--- src/rtl/axi_pkg.sv ---
// Shared AXI4 encodings and the burst-master state type.
package axi_pkg;

    localparam logic [2:0] AXI_SIZE_4B    = 3'b010;
    localparam logic [1:0] AXI_BURST_INCR = 2'b01;

    localparam logic [1:0] AXI_RESP_OKAY   = 2'b00;
    localparam logic [1:0] AXI_RESP_EXOKAY = 2'b01;
    localparam logic [1:0] AXI_RESP_SLVERR = 2'b10;
    localparam logic [1:0] AXI_RESP_DECERR = 2'b11;

    typedef enum logic [2:0] {
        ST_IDLE,
        ST_AR,
        ST_RDATA,
        ST_AW,
        ST_WDATA,
        ST_BRESP
    } state_t;

    // Worst response wins: the encodings are ordered by severity.
    function automatic logic [1:0] resp_max(input logic [1:0] a, input logic [1:0] b);
        return (a > b) ? a : b;
    endfunction

endpackage

--- src/rtl/axi_burst_master.sv ---
// Single-channel AXI4 INCR burst initiator: one command in, one AR/R or AW/W/B
// exchange out, with the data beats streamed through valid/ready ports.
module axi_burst_master
    import axi_pkg::*;
#(
    parameter int ADDR_W      = 32,
    parameter bit STRICT_LAST = 1'b1
) (
    input  logic              clk_i,
    input  logic              rst_ni,

    input  logic              cmd_valid,
    output logic              cmd_ready,
    input  logic              cmd_we,
    input  logic [ADDR_W-1:0] cmd_addr,
    input  logic [7:0]        cmd_len,
    input  logic [3:0]        cmd_wstrb,

    input  logic              wr_valid,
    output logic              wr_ready,
    input  logic [31:0]       wr_data,

    output logic              rd_valid,
    input  logic              rd_ready,
    output logic [31:0]       rd_data,
    output logic              rd_last,

    output logic              done_valid,
    output logic [1:0]        done_resp,
    output logic              done_err,

    output logic              m_axi_awvalid,
    input  logic              m_axi_awready,
    output logic [ADDR_W-1:0] m_axi_awaddr,
    output logic [7:0]        m_axi_awlen,
    output logic [2:0]        m_axi_awsize,
    output logic [1:0]        m_axi_awburst,

    output logic              m_axi_wvalid,
    input  logic              m_axi_wready,
    output logic [31:0]       m_axi_wdata,
    output logic [3:0]        m_axi_wstrb,
    output logic              m_axi_wlast,

    input  logic              m_axi_bvalid,
    output logic              m_axi_bready,
    input  logic [1:0]        m_axi_bresp,

    output logic              m_axi_arvalid,
    input  logic              m_axi_arready,
    output logic [ADDR_W-1:0] m_axi_araddr,
    output logic [7:0]        m_axi_arlen,
    output logic [2:0]        m_axi_arsize,
    output logic [1:0]        m_axi_arburst,

    input  logic              m_axi_rvalid,
    output logic              m_axi_rready,
    input  logic [31:0]       m_axi_rdata,
    input  logic [1:0]        m_axi_rresp,
    input  logic              m_axi_rlast
);

    localparam logic [ADDR_W-1:0] WORD_MASK = ~{{(ADDR_W-2){1'b0}}, 2'b11};

    state_t            state_reg;
    logic [ADDR_W-1:0] addr_reg;
    logic [7:0]        len_reg;
    logic [7:0]        cnt_reg;
    logic [3:0]        strb_reg;
    logic [1:0]        resp_acc_reg;
    logic              err_acc_reg;
    logic              arvalid_reg;
    logic              awvalid_reg;
    logic              bready_reg;
    logic              done_valid_reg;
    logic [1:0]        done_resp_reg;
    logic              done_err_reg;

    logic              in_rdata;
    logic              in_wdata;
    logic              last_beat;
    logic              r_hs;
    logic              w_hs;
    logic              b_hs;
    logic [1:0]        r_resp_next;
    logic              r_err_next;

    assign in_rdata  = (state_reg == ST_RDATA);
    assign in_wdata  = (state_reg == ST_WDATA);
    assign last_beat = (cnt_reg == 8'd0);

    assign r_hs = in_rdata && m_axi_rvalid && rd_ready;
    assign w_hs = in_wdata && wr_valid && m_axi_wready;
    assign b_hs = bready_reg && m_axi_bvalid;

    // The FSM counts beats itself; rlast is only checked, never trusted.
    assign r_resp_next = resp_max(resp_acc_reg, m_axi_rresp);
    assign r_err_next  = err_acc_reg | (STRICT_LAST && (m_axi_rlast != last_beat));

    always_ff @(posedge clk_i or negedge rst_ni) begin
        if (!rst_ni) begin
            state_reg      <= ST_IDLE;
            addr_reg       <= '0;
            len_reg        <= 8'd0;
            cnt_reg        <= 8'd0;
            strb_reg       <= 4'd0;
            resp_acc_reg   <= AXI_RESP_OKAY;
            err_acc_reg    <= 1'b0;
            arvalid_reg    <= 1'b0;
            awvalid_reg    <= 1'b0;
            bready_reg     <= 1'b0;
            done_valid_reg <= 1'b0;
            done_resp_reg  <= AXI_RESP_OKAY;
            done_err_reg   <= 1'b0;
        end else begin
            done_valid_reg <= 1'b0;
            case (state_reg)
                ST_IDLE: begin
                    if (cmd_valid) begin
                        addr_reg      <= cmd_addr & WORD_MASK;
                        len_reg       <= cmd_len;
                        cnt_reg       <= cmd_len;
                        strb_reg      <= cmd_wstrb;
                        resp_acc_reg  <= AXI_RESP_OKAY;
                        err_acc_reg   <= 1'b0;
                        done_resp_reg <= AXI_RESP_OKAY;
                        done_err_reg  <= 1'b0;
                        if (cmd_we) begin
                            awvalid_reg <= 1'b1;
                            state_reg   <= ST_AW;
                        end else begin
                            arvalid_reg <= 1'b1;
                            state_reg   <= ST_AR;
                        end
                    end
                end
                ST_AR: begin
                    if (m_axi_arready) begin
                        arvalid_reg <= 1'b0;
                        state_reg   <= ST_RDATA;
                    end
                end
                ST_RDATA: begin
                    if (r_hs) begin
                        resp_acc_reg <= r_resp_next;
                        err_acc_reg  <= r_err_next;
                        if (last_beat) begin
                            done_valid_reg <= 1'b1;
                            done_resp_reg  <= r_resp_next;
                            done_err_reg   <= r_err_next;
                            state_reg      <= ST_IDLE;
                        end else begin
                            cnt_reg <= cnt_reg - 8'd1;
                        end
                    end
                end
                ST_AW: begin
                    if (m_axi_awready) begin
                        awvalid_reg <= 1'b0;
                        state_reg   <= ST_WDATA;
                    end
                end
                ST_WDATA: begin
                    if (w_hs) begin
                        if (last_beat) begin
                            bready_reg <= 1'b1;
                            state_reg  <= ST_BRESP;
                        end else begin
                            cnt_reg <= cnt_reg - 8'd1;
                        end
                    end
                end
                ST_BRESP: begin
                    if (b_hs) begin
                        bready_reg     <= 1'b0;
                        resp_acc_reg   <= resp_max(resp_acc_reg, m_axi_bresp);
                        done_valid_reg <= 1'b1;
                        done_resp_reg  <= resp_max(resp_acc_reg, m_axi_bresp);
                        done_err_reg   <= err_acc_reg;
                        state_reg      <= ST_IDLE;
                    end
                end
                default: state_reg <= ST_IDLE;
            endcase
        end
    end

    assign cmd_ready  = (state_reg == ST_IDLE);
    assign done_valid = done_valid_reg;
    assign done_resp  = done_resp_reg;
    assign done_err   = done_err_reg;

    assign m_axi_awvalid = awvalid_reg;
    assign m_axi_awaddr  = addr_reg;
    assign m_axi_awlen   = len_reg;
    assign m_axi_awsize  = AXI_SIZE_4B;
    assign m_axi_awburst = AXI_BURST_INCR;

    assign m_axi_arvalid = arvalid_reg;
    assign m_axi_araddr  = addr_reg;
    assign m_axi_arlen   = len_reg;
    assign m_axi_arsize  = AXI_SIZE_4B;
    assign m_axi_arburst = AXI_BURST_INCR;

    // Data channels are pure pass-through, gated so nothing leaks outside a burst.
    assign m_axi_wvalid = in_wdata && wr_valid;
    assign wr_ready     = in_wdata && m_axi_wready;
    assign m_axi_wdata  = in_wdata ? wr_data : 32'd0;
    assign m_axi_wstrb  = in_wdata ? strb_reg : 4'd0;
    assign m_axi_wlast  = in_wdata && last_beat;
    assign m_axi_bready = bready_reg;

    assign rd_valid     = in_rdata && m_axi_rvalid;
    assign m_axi_rready = in_rdata && rd_ready;
    assign rd_data      = in_rdata ? m_axi_rdata : 32'd0;
    assign rd_last      = in_rdata && m_axi_rlast;

endmodule

--- config.mk ---
export PLATFORM = sky130hd
export DESIGN_NAME = axi_burst_master
export DESIGN_NICKNAME = d
export VERILOG_FILES = /design/src/rtl/axi_pkg.sv /design/src/rtl/axi_burst_master.sv
export SDC_FILE = /design/constraint.sdc
export NUM_CORES = 1
export LEC_CHECK = 0
export CAP_MARGIN = 5
export CORE_AREA = 5 5 113 115
export CTS_BUF_LIST = sky130_fd_sc_hd__clkbuf_2 sky130_fd_sc_hd__clkbuf_4 sky130_fd_sc_hd__clkbuf_8
export DETAILED_ROUTE_END_ITERATION = 10
export DIE_AREA = 0 0 118 120
export DONT_BUFFER_PORTS = 1
export GPL_TIMING_DRIVEN = 1
export SLEW_MARGIN = 30
export SYNTH_ARGS = -nofsm -noshare
export SYNTH_HDL_FRONTEND = slang
export SYNTH_SLANG_ARGS = --single-unit
--- constraint.sdc ---
create_clock -name clk_i -period 4.62 [get_ports clk_i]
set_input_delay 0.693 -clock clk_i [delete_from_list [all_inputs] [get_ports clk_i]]
set_output_delay 0.693 -clock clk_i [all_outputs]
set_load 0.1 [all_outputs]
==> flow_summary.json <==
{
  "worst_clock_skew_ns": 0.00401,
  "required_ns": 3.93,
  "fmax_mhz": 295,
  "die_h_um": 120,
  "ys_seq_area_frac": 0.394,
  "grt_first_pass_wirelength_mm": 19.2,
  "syn_area_per_cell_sq_um": 10.2,
  "synth-edff-count": 0,
  "synthCells": 390,
  "worstMarginPinSlew_ns": 1.01,
  "slew_violations": 0,
  "die_w_um": 118,
  "finalWeightedCongestion": 0.908,
  "synth_async_sr_flop_share": 1.00,
  "fin_crit_ns": 3.39,
  "worstPathArrival_ns": 2.69,
  "r2r-end": "state_reg[1]$_DFFE_PN0P_",
  "synth_cell_types": 56,
  "r2r-start": "cnt_reg[0]$_DFFE_PN0P_",
  "hold_buffers": 0,
  "drt-wirelength-per-cell_um": 26.1,
  "critPathMaxFanout": 35,
  "initial_core_util": 0.341,
  "hp-class": "input pin to async pin",
  "fin_hold_ws_ns": 0.0410,
  "overflow": 0,
  "clock_path_buffers": 2,
  "final_nets": 477,
  "cts_made_buffers": 9,
  "max_slew_margin": 0.331,
  "drc": 0,
  "wirelength_mm": 13.1,
  "cts_root_buffer": "clkbuf_8",
  "crit_slowest_cell": "and2_1",
  "drtIter0Drc": 78,
  "largest_reg_flops": 30,
  "nFillCells": 1156,
  "fin_crit_sh": 0.733,
  "rrSetupSlack_ns": 2.21,
  "outcome": "completed",
  "finalSetupTns_ns": 0,
  "dr.pass1.iters": 4,
  "htreeDepth": 3,
  "gr-usage-all-layers": 0.178,
  "clock_sinks": 63,
  "post-place-ws_ns": 1.60,
  "row_count": 40,
  "drive_gt1_frac": 0.343,
  "rsz0062_at_grt": "no",
  "port-buffer-count": 0,
  "cts.repair.resized": 0,
  "vias_per_cell": 5.58,
  "worstPathCellList": "nor3b_2 > buf_4 > and2_1",
  "num_io_pins": 296,
  "worstSetupPathType": "register to output pin",
  "grt_start_max_net_pins": 64,
  "core_sq_um": 11700,
  "syn_to_final_growth_pct": 3.38,
  "synth_top_flop_cell": "dfrtp_1",
  "rr_worst_depth": 6,
  "antenna_found_initial": 12,
  "grt_pass1_vias": 2989,
  "cp-end-kind": "output pin",
  "dp_hpwl_mm": 10.7,
  "drtAntennaViolNets": 0,
  "clk_pin_slew_ns": 0.07,
  "drv_cap": 0,
  "ys.warnings.count": 0,
  "hold_viol_final": 0,
  "final.setup.worst_slack_ns": 1.23,
  "cpPeakStageDelay_ns": 0.83,
  "synth_area_sq_um": 4000,
  "die-area_sq_um": 14200,
  "via_count": 2795,
  "finalSetupViolCount": 0,
  "startpoint_type": "register",
  "clkLatencyLatePin_ns": 0.34,
  "cts_setup_buffers": 0,
  "synth-seq-cells": 63,
  "cts_tree": "done"
}
==> layout by cell type (no fill, tap or decap), types with 3 or more instances in the layout <==
master and count:
nand2b_1 4, nand3b_1 3, diode_2 4, nor3_1 6, dfrtp_1 25, mux2_2 47, inv_1 10, ha_1 8
o41ai_1 3, a22oi_1 3, nor2_1 7, or2_2 4, conb_1 14, a32oi_1 4, o21ai_0 6, nand2_1 7
buf_16 3, a21oi_1 3, o2bb2ai_1 5, and3_1 3, clkbuf_8 9, o211ai_1 4, dfrtp_2 38, a211oi_1 3
and2_1 77
==> layer usage <==
| layer | track usage | part of all wire | up-vias |
|---|---|---|---|
| li1 | - | - | 1203 |
| met1 | 0.162 | 0.31 | 1345 |
| met2 | 0.356 | 0.56 | 215 |
| met3 | 0.0702 | 0.10 | 32 |
| met4 | 0.0559 | 0.024 | 0 |
| met5 | 0 | 0 | - |
==> stage by stage <==
| step | cell area (sq um) | std cells | utilization |
|---|---|---|---|
| after floorplan | 4040 | 402 | - |
| after global placement | 3840 | 479 | 0.328 |
| after detailed placement | 3910 | 481 | 0.333 |
| after CTS | 4120 | 497 | 0.352 |
| after global routing | 4120 | 497 | 0.352 |
| final | 4130 | 501 | 0.353 |
==> critical path, delay by kind of cell, from the launching register on <==
| family | cells | cell delay, ns |
|---|---|---|
| buf+inv | 1 | 0.34 |
| flops | 1 | 0.68 |
| simple gates | 2 | 1.33 |
==> area by class of cell <==
type	instances	area, sq um	area share
diodes	4	10.0	0.00242
flip-flops and latches	63	1620	0.393
multi-input cells	255	1960	0.474
repair buffers	5	97.6	0.0236
clock inverters	6	85.1	0.0206
clock buffers	10	131	0.0318
well taps	147	184	0.0445
inverters	11	41.3	0.00999
==> worst max path at each step <==
stage                              from  depth (start not counted)           to
2_1_floorplan    cnt_reg[0]$_DFFE_PN0P_                          5  m_axi_wlast
3_3_place_gp   state_reg[0]$_DFFE_PN0P_                          3  rd_data[25]
3_5_place_dp   state_reg[0]$_DFFE_PN0P_                          3  rd_data[27]
4_1_cts        state_reg[0]$_DFFE_PN0P_                          3   rd_data[5]
5_1_grt        state_reg[1]$_DFFE_PN0P_                          3  rd_data[27]
6_report       state_reg[0]$_DFFE_PN0P_                          3   rd_data[5]
==> Yosys cell counts, types with 5 or more instances <==
library cell | count | area, sq um
clkbuf_1 | 12 | 45.0
mux2_2 | 47 | 529
inv_1 | 10 | 37.5
dfrtp_1 | 63 | 1580
buf_4 | 56 | 420
and2_1 | 77 | 482
ha_1 | 8 | 100
nor3_1 | 7 | 35.0
nor2_1 | 9 | 33.8
o2bb2ai_1 | 5 | 43.8
o21ai_0 | 6 | 30.0
nand2_1 | 7 | 26.3
==> logic make-up (layout without fill, tap and decap cells) <==
kind of cell | count (synthesis) | after routing | synth area share
and+or+nand+nor | 129 | 129 | 0.198
buffers and inverters | 84 | 32 | 0.133
DFF | 63 | 63 | 0.394
AOI/OAI and AO/OA | 54 | 54 | 0.108
muxes | 49 | 49 | 0.137
adders and majority gates | 8 | 8 | 0.0250
other | 2 | 18 | 0.00188
xor gates and xnor gates | 1 | 1 | 0.00219
Power is left out: the tool's default activity adds up to more than one toggle a clock period on the data nets, which glitch-free logic cannot reach.
